$ cat src/rtl/vstore_seq.sv
// vstore_seq: store-side memory sequencer between the vector store unit and
// an AXI-like write port. One store command (base, byte count, id) is split
// into write bursts. Each burst is paired with the operand words the VSU
// presents, write responses are counted, and done_o pulses when every byte
// of the instruction has been acknowledged.
// Optional feature: define VSTORE_SEQ_BOUNDARY_4K_EN to clip bursts so that
// none of them crosses a 4KiB address boundary.
module vstore_seq #(
  parameter int DataWidthB     = 8,
  parameter int AddrWidth      = 32,
  parameter int VlBWidth       = 16,
  parameter int MaxBurstLen    = 8,
  parameter int MaxOutstanding = 4,
  parameter int IdWidth        = 3
) (
  input  logic                    clk_i,
  input  logic                    rst_i,
  input  logic                    cmd_valid_i,
  output logic                    cmd_ready_o,
  input  logic [AddrWidth-1:0]    cmd_addr_i,
  input  logic [VlBWidth-1:0]     cmd_vlb_i,
  input  logic [IdWidth-1:0]      cmd_id_i,
  input  logic                    store_op_valid_i,
  output logic                    store_op_gnt_o,
  input  logic [8*DataWidthB-1:0] store_op_i,
  output logic                    aw_valid_o,
  input  logic                    aw_ready_i,
  output logic [AddrWidth-1:0]    aw_addr_o,
  output logic [7:0]              aw_len_o,
  output logic                    w_valid_o,
  input  logic                    w_ready_i,
  output logic [8*DataWidthB-1:0] w_data_o,
  output logic [DataWidthB-1:0]   w_strb_o,
  output logic                    w_last_o,
  input  logic                    b_valid_i,
  output logic                    b_ready_o,
  output logic                    done_o,
  output logic [IdWidth-1:0]      done_id_o
);

  // Burst length fits 1..256, so 9 bits are needed to hold it.
  localparam int LenW = 9;
  localparam int RbW  = VlBWidth + 1;
  localparam int OutW = $clog2(MaxOutstanding + 1);
  localparam logic [AddrWidth-1:0] AlignMask = AddrWidth'(DataWidthB - 1);

  typedef enum logic [1:0] {S_IDLE, S_ADDR, S_DATA, S_RESP} state_e;

  state_e               state_q;
  logic [AddrWidth-1:0] addr_q;
  logic [VlBWidth-1:0]  rem_q;
  logic [IdWidth-1:0]   id_q;
  logic [LenW-1:0]      beat_q;
  logic [OutW-1:0]      out_q;
  logic [OutW-1:0]      out_d;
  logic [VlBWidth-1:0]  rem_d;
  logic [VlBWidth-1:0]  step;
  logic [RbW-1:0]       rem_beats;
  logic [LenW-1:0]      burst_len;
  logic                 aw_fire;
  logic                 w_fire;
  logic                 b_fire;
`ifdef VSTORE_SEQ_BOUNDARY_4K_EN
  logic [12:0]          to_4k;
`endif

  // Handshakes and pass-through datapath.
  assign cmd_ready_o    = (state_q == S_IDLE);
  assign aw_valid_o     = (state_q == S_ADDR) && (out_q < OutW'(MaxOutstanding));
  assign aw_fire        = aw_valid_o & aw_ready_i;
  assign aw_addr_o      = addr_q;
  assign aw_len_o       = 8'(burst_len - LenW'(1));
  assign w_valid_o      = (state_q == S_DATA) && store_op_valid_i;
  assign w_fire         = w_valid_o & w_ready_i;
  assign store_op_gnt_o = w_fire;
  assign w_data_o       = store_op_i;
  assign w_last_o       = (state_q == S_DATA) && (beat_q == LenW'(1));
  assign b_ready_o      = (out_q != '0);
  assign b_fire         = b_valid_i & b_ready_o;
  assign done_o         = (state_q == S_RESP) && (rem_q == '0) && (out_d == '0);
  assign done_id_o      = id_q;

  // Next burst length: remaining beats clipped to the burst limit (and 4KiB).
  always_comb begin
    rem_beats = (RbW'(rem_q) + RbW'(DataWidthB - 1)) / RbW'(DataWidthB);
    if (rem_beats > RbW'(MaxBurstLen)) burst_len = LenW'(MaxBurstLen);
    else                               burst_len = LenW'(rem_beats);
`ifdef VSTORE_SEQ_BOUNDARY_4K_EN
    to_4k = (13'd4096 - {1'b0, addr_q[11:0]}) / 13'(DataWidthB);
    if (to_4k < 13'(burst_len)) burst_len = LenW'(to_4k);
`endif
  end

  // Per-beat byte accounting: a short tail beat strobes only its valid bytes.
  always_comb begin
    if (rem_q < VlBWidth'(DataWidthB)) step = rem_q;
    else                               step = VlBWidth'(DataWidthB);
    rem_d    = rem_q - step;
    w_strb_o = '1;
    if (rem_q < VlBWidth'(DataWidthB)) begin
      for (int i = 0; i < DataWidthB; i++) w_strb_o[i] = (VlBWidth'(i) < rem_q);
    end
  end

  // Outstanding-burst count; simultaneous AW and B fires cancel out.
  always_comb begin
    out_d = out_q;
    if (aw_fire && !b_fire)      out_d = out_q + OutW'(1);
    else if (!aw_fire && b_fire) out_d = out_q - OutW'(1);
  end

  // Sequencer FSM: command accept, AW issue, W beats, wait for responses.
  always_ff @(posedge clk_i or posedge rst_i) begin
    if (rst_i) begin
      state_q <= S_IDLE;
      addr_q  <= '0;
      rem_q   <= '0;
      id_q    <= '0;
      beat_q  <= '0;
      out_q   <= '0;
    end else begin
      out_q <= out_d;
      unique case (state_q)
        S_IDLE: begin
          if (cmd_valid_i) begin
            addr_q <= cmd_addr_i & ~AlignMask;
            rem_q  <= cmd_vlb_i;
            id_q   <= cmd_id_i;
            if (cmd_vlb_i != '0) state_q <= S_ADDR;
            else                 state_q <= S_RESP;
          end
        end
        S_ADDR: begin
          if (aw_fire) begin
            beat_q  <= burst_len;
            state_q <= S_DATA;
          end
        end
        S_DATA: begin
          if (w_fire) begin
            rem_q  <= rem_d;
            addr_q <= addr_q + AddrWidth'(DataWidthB);
            beat_q <= beat_q - LenW'(1);
            if (beat_q == LenW'(1)) begin
              if (rem_d != '0) state_q <= S_ADDR;
              else             state_q <= S_RESP;
            end
          end
        end
        S_RESP: begin
          if (done_o) state_q <= S_IDLE;
        end
        default: state_q <= S_IDLE;
      endcase
    end
  end

endmodule

$ cat config.mk
export PLATFORM = sky130hd
export DESIGN_NAME = vstore_seq
export DESIGN_NICKNAME = d
export VERILOG_FILES = /design/src/rtl/vstore_seq.sv
export SDC_FILE = /design/constraint.sdc
export NUM_CORES = 1
export LEC_CHECK = 0
export ABC_AREA = 0
export BUFFER_PORTS_ARGS = -buffer_cell sky130_fd_sc_hd__buf_2
export CAP_MARGIN = 15
export CORE_MARGIN = 2
export CORE_UTILIZATION = 43
export CTS_BUF_LIST = sky130_fd_sc_hd__clkbuf_4 sky130_fd_sc_hd__clkbuf_8
export DETAILED_ROUTE_END_ITERATION = 10
export GPL_TIMING_DRIVEN = 1
export PLACE_DENSITY = 0.75
export SETUP_SLACK_MARGIN = 0.02
export SLEW_MARGIN = 40
export SYNTH_ARGS = -nofsm -noshare
export SYNTH_HDL_FRONTEND = slang
export SYNTH_SLANG_ARGS = --single-unit
export TNS_END_PERCENT = 20
$ cat constraint.sdc
create_clock -name clk_i -period 3.15 [get_ports clk_i]
set_clock_uncertainty 0.1 [all_clocks]
set_input_delay 0.4725 -clock clk_i [delete_from_list [all_inputs] [get_ports clk_i]]
set_output_delay 0.4725 -clock clk_i [all_outputs]
set_load 0.05 [all_outputs]
==> impl_results.md <==
- Final hold slack: 0.127 ns
- Filler cells: 1030
- # DRC: 0
- Sequential area share after synthesis: 0.315
- Pin slew with the least headroom to its limit: between 0.6 and 0.7 ns
- Total track usage: 0.221
- Maxcap violations: 0
- Total core area: 11300 um2
- Crit path required time: 2.58 ns
- GRT overflow: 0
- Slew HR: 0.533
- Crit path top cell by count: a311oi_2
- Buffers on Ports: 109
- I/O pins: 244
- HP Class: primary input to async pin
- Arrival @ worst endpoint: 2.56 ns
- CP delay by family, top: compound AO/OA/AOI/OAI gates
- Vias post-DR: between 4000 and 5000
- Number of flops mapped to enable cells by yosys: 0
- Min Tclk post-route: 3.13 ns
- Die height: 111 um
- Yosys reg bits: 62
- Num rows: 39
- Synth unique cells: 71
- Inserted Diodes: 0
- Routability cong.: 0.982
- Pleak: 2.42 nW
- # clock sinks: 62
- R2R cell count: 11
- WL final: 13500 um
- Slew Viols, Final: 0
- Final net count: 808
- Drt pass-1 iters: 5
- Die X: 111 um
- Hold_buf cts: 0
- RSZ-0062 raised after global routing: yes
- Outcome: finished, final reports clean
- Vias in the first global route: 4639
- Post-placement cell count: 810
- Setup CP Type: flip-flop to output pin
- Share of cells above drive strength 1: 0.283
- R2R Path End: rem_q[6]
- Crit-path cells: o311a_4 -> a311oi_2 -> a41oi_2 -> a311oi_2 -> buf_4 -> nand3_4 -> ha_4 -> and3_1 -> buf_6
- Antenna Nets Post-Route: 0
- Post-synthesis instance total: 640
- R2R Setup Slk: approximately 0.19 ns
- Area of the multi-input gates: 2730 um2
- First-pass GRT wire length: 22700 um
- Post-synth ARST share: 1.00
- CP Launch Type: flip-flop
- Die ar.: 12300 um2
- Sequential Area: around 1600 um2
- PD cells: 1130 nW/um2
- Worst-Skew Late Latency: between 0.3 and 0.4 ns
- Max Clock Freq: 319 MHz
- Largest net degree at the start of global routing: 50
- Crit path capture type: output pin
- CTS Buf Count: 9
- CP max stage cell: o311a_4
- Buf/Inv on CP: 2
- DRT iter0 DRCs: 387
- Peak supply drop: 0.721 mV
- Clk slew on worst S/H paths: around 0.07 ns
- Root Buffer Master: clkbuf_8
- Initial Util: 0.437
- Post-Syn Area: 4920 um2
- Post-CTS Setup Repair Bufs: 0
- Final hold violations: 0
- Antenna violations before repair: 0
- Fin cells: 826
- WL/cell: roughly 16 um
- Crit Path Max Fanout: 5
- DR vias/cell: between 5 and 6
- Reg2reg start: rem_q[9]
- Final core occ: 0.502
- Final setup violation count: 0
- Hpwl dp: 9840 um
- CTS H-tree lvls: 3
- CTS tree: yes
- Ys flop type: dfrtp_1
- Slowest stage delay, CP: 0.42 ns
- Clock Path Buffers: 2
- Layout area overhead: 15.1%
- Fin crit share: 0.995
- Syn Area/Cell: 7.69 um2
- Synth warn: 0
## repair_timing
item / CTS / global route
setup endpoints to repair: 5 / 7
pin swaps: 0 / 1
gates resized for setup: 18 / 5
cloned: 0 / 0
## power breakdown
group          switching, mW  total (mW)  leakage, nW  internal [mW]
combinational           2.52        3.79         1.57           1.27
sequential             0.486        1.68        0.716           1.20
clock                  0.321       0.909        0.131          0.587
total                   3.33        6.38         2.42           3.06
## final cells by class
cell class,count,share of cell area
sequential,62,0.275
inverter,23,0.0177
timing repair buffer,137,0.148
clock inverter,3,0.0159
clock buffer,13,0.0294
tap,143,0.0316
multi-input combinational,445,0.482
## stage by stage
stage	power [mW]	setup TNS [ns]	cell area [um2]	setup WS (ns)
after floorplan	4.61	0	5010	0.0133
after global placement	5.27	0	5310	0.257
after detailed placement	5.39	0	5310	0.188
after CTS	6.36	0	5650	0.0259
after global routing	6.84	-0.371	5660	-0.0958
final	6.38	0	5660	0.0168
## state kept, by name, indices dropped and copies added (netlist names)
signal / cells
beat_q: 9
state_q: 2
out_q: 3
rem_q: 16
aw_addr_o: 29
done_id_o: 3
## cell usage after synthesis, types with 3 or more instances
| master | instances | share of area |
|---|---|---|
| or4_1 | 6 | 0.0092 |
| buf_2 | 5 | 0.0051 |
| and2_1 | 3 | 0.0038 |
| a22oi_1 | 5 | 0.0076 |
| o22a_1 | 4 | 0.0071 |
| o31ai_1 | 4 | 0.0061 |
| xnor2_1 | 6 | 0.011 |
| a31oi_1 | 11 | 0.014 |
| a211oi_1 | 3 | 0.0046 |
| a21o_1 | 3 | 0.0046 |
| and4_1 | 3 | 0.0053 |
| ha_1 | 8 | 0.020 |
| nor4_1 | 15 | 0.019 |
| a31o_2 | 3 | 0.0053 |
| mux2i_1 | 4 | 0.0081 |
| nand2b_1 | 6 | 0.0076 |
| mux2_2 | 3 | 0.0069 |
| nand2_1 | 62 | 0.047 |
| and3_1 | 10 | 0.013 |
| nor3_1 | 14 | 0.014 |
| o21ai_0 | 42 | 0.043 |
| xor2_1 | 5 | 0.0089 |
| inv_1 | 21 | 0.016 |
| nand3_1 | 27 | 0.027 |
| dfrtp_1 | 62 | 0.32 |
| o211ai_1 | 5 | 0.0076 |
| or3_1 | 11 | 0.014 |
| buf_4 | 67 | 0.10 |
| a21oi_1 | 55 | 0.056 |
| nand4_1 | 9 | 0.011 |
| nor2_1 | 54 | 0.041 |
| a2bb2oi_1 | 6 | 0.011 |
| o22ai_1 | 12 | 0.015 |
| a22o_1 | 4 | 0.0071 |
| clkbuf_1 | 35 | 0.027 |
## kinds of logic (layout without fill, tap and decap cells)
| kind of cell | count (synthesis) | after routing | synth area share |
|---|---|---|---|
| xor+xnor | 11 | 11 | 0.0196 |
| simple gates | 235 | 235 | 0.241 |
| flops | 62 | 62 | 0.315 |
| fa+ha+maj | 8 | 8 | 0.0203 |
| other cells | 2 | 4 | 0.00153 |
| compound gates | 180 | 180 | 0.229 |
| mux | 7 | 7 | 0.0150 |
| buf+inv | 135 | 176 | 0.159 |
## worst max path at each step
| stage | start | to | depth (start not counted) |
|---|---|---|---|
| 2_1_floorplan | rem_q[15] | state_q[1] | 11 |
| 4_1_cts | rem_q[9] | w_strb_o[2] | 6 |
| 3_5_place_dp | rem_q[1] | aw_len_o[4] | 9 |
| 6_report | rem_q[1] | aw_len_o[4] | 9 |
| 3_3_place_gp | rem_q[1] | aw_len_o[4] | 9 |
| 5_1_grt | rem_q[1] | aw_len_o[2] | 9 |
## layer usage
layer  track usage  vias up  share of wire
met2         0.362      241           0.47
met4         0.100        0          0.030
li1              -     2310              -
met1         0.280     2284           0.42
met3        0.0492       48          0.078
met5             0        -              0
## cell usage in the layout, fill, tap and decap left out, drive strengths merged, types with 5 or more instances in the layout
cell	Yosys	layout
buf	76	137
nand2	63	63
dfrtp	62	62
a21oi	56	56
nor2	55	55
o21ai	43	43
nand3	27	27
inv	23	22
nor4	16	16
nor3	14	14
clkbuf	36	13
o22ai	12	12
or3	11	11
a31oi	11	11
and3	10	10
nand4	9	9
ha	8	8
or4	7	7
nand2b	6	6
a2bb2oi	6	6
xnor2	6	6
a22oi	5	5
o211ai	5	5
xor2	5	5
Note: power is estimated with default switching activity, not from simulation.
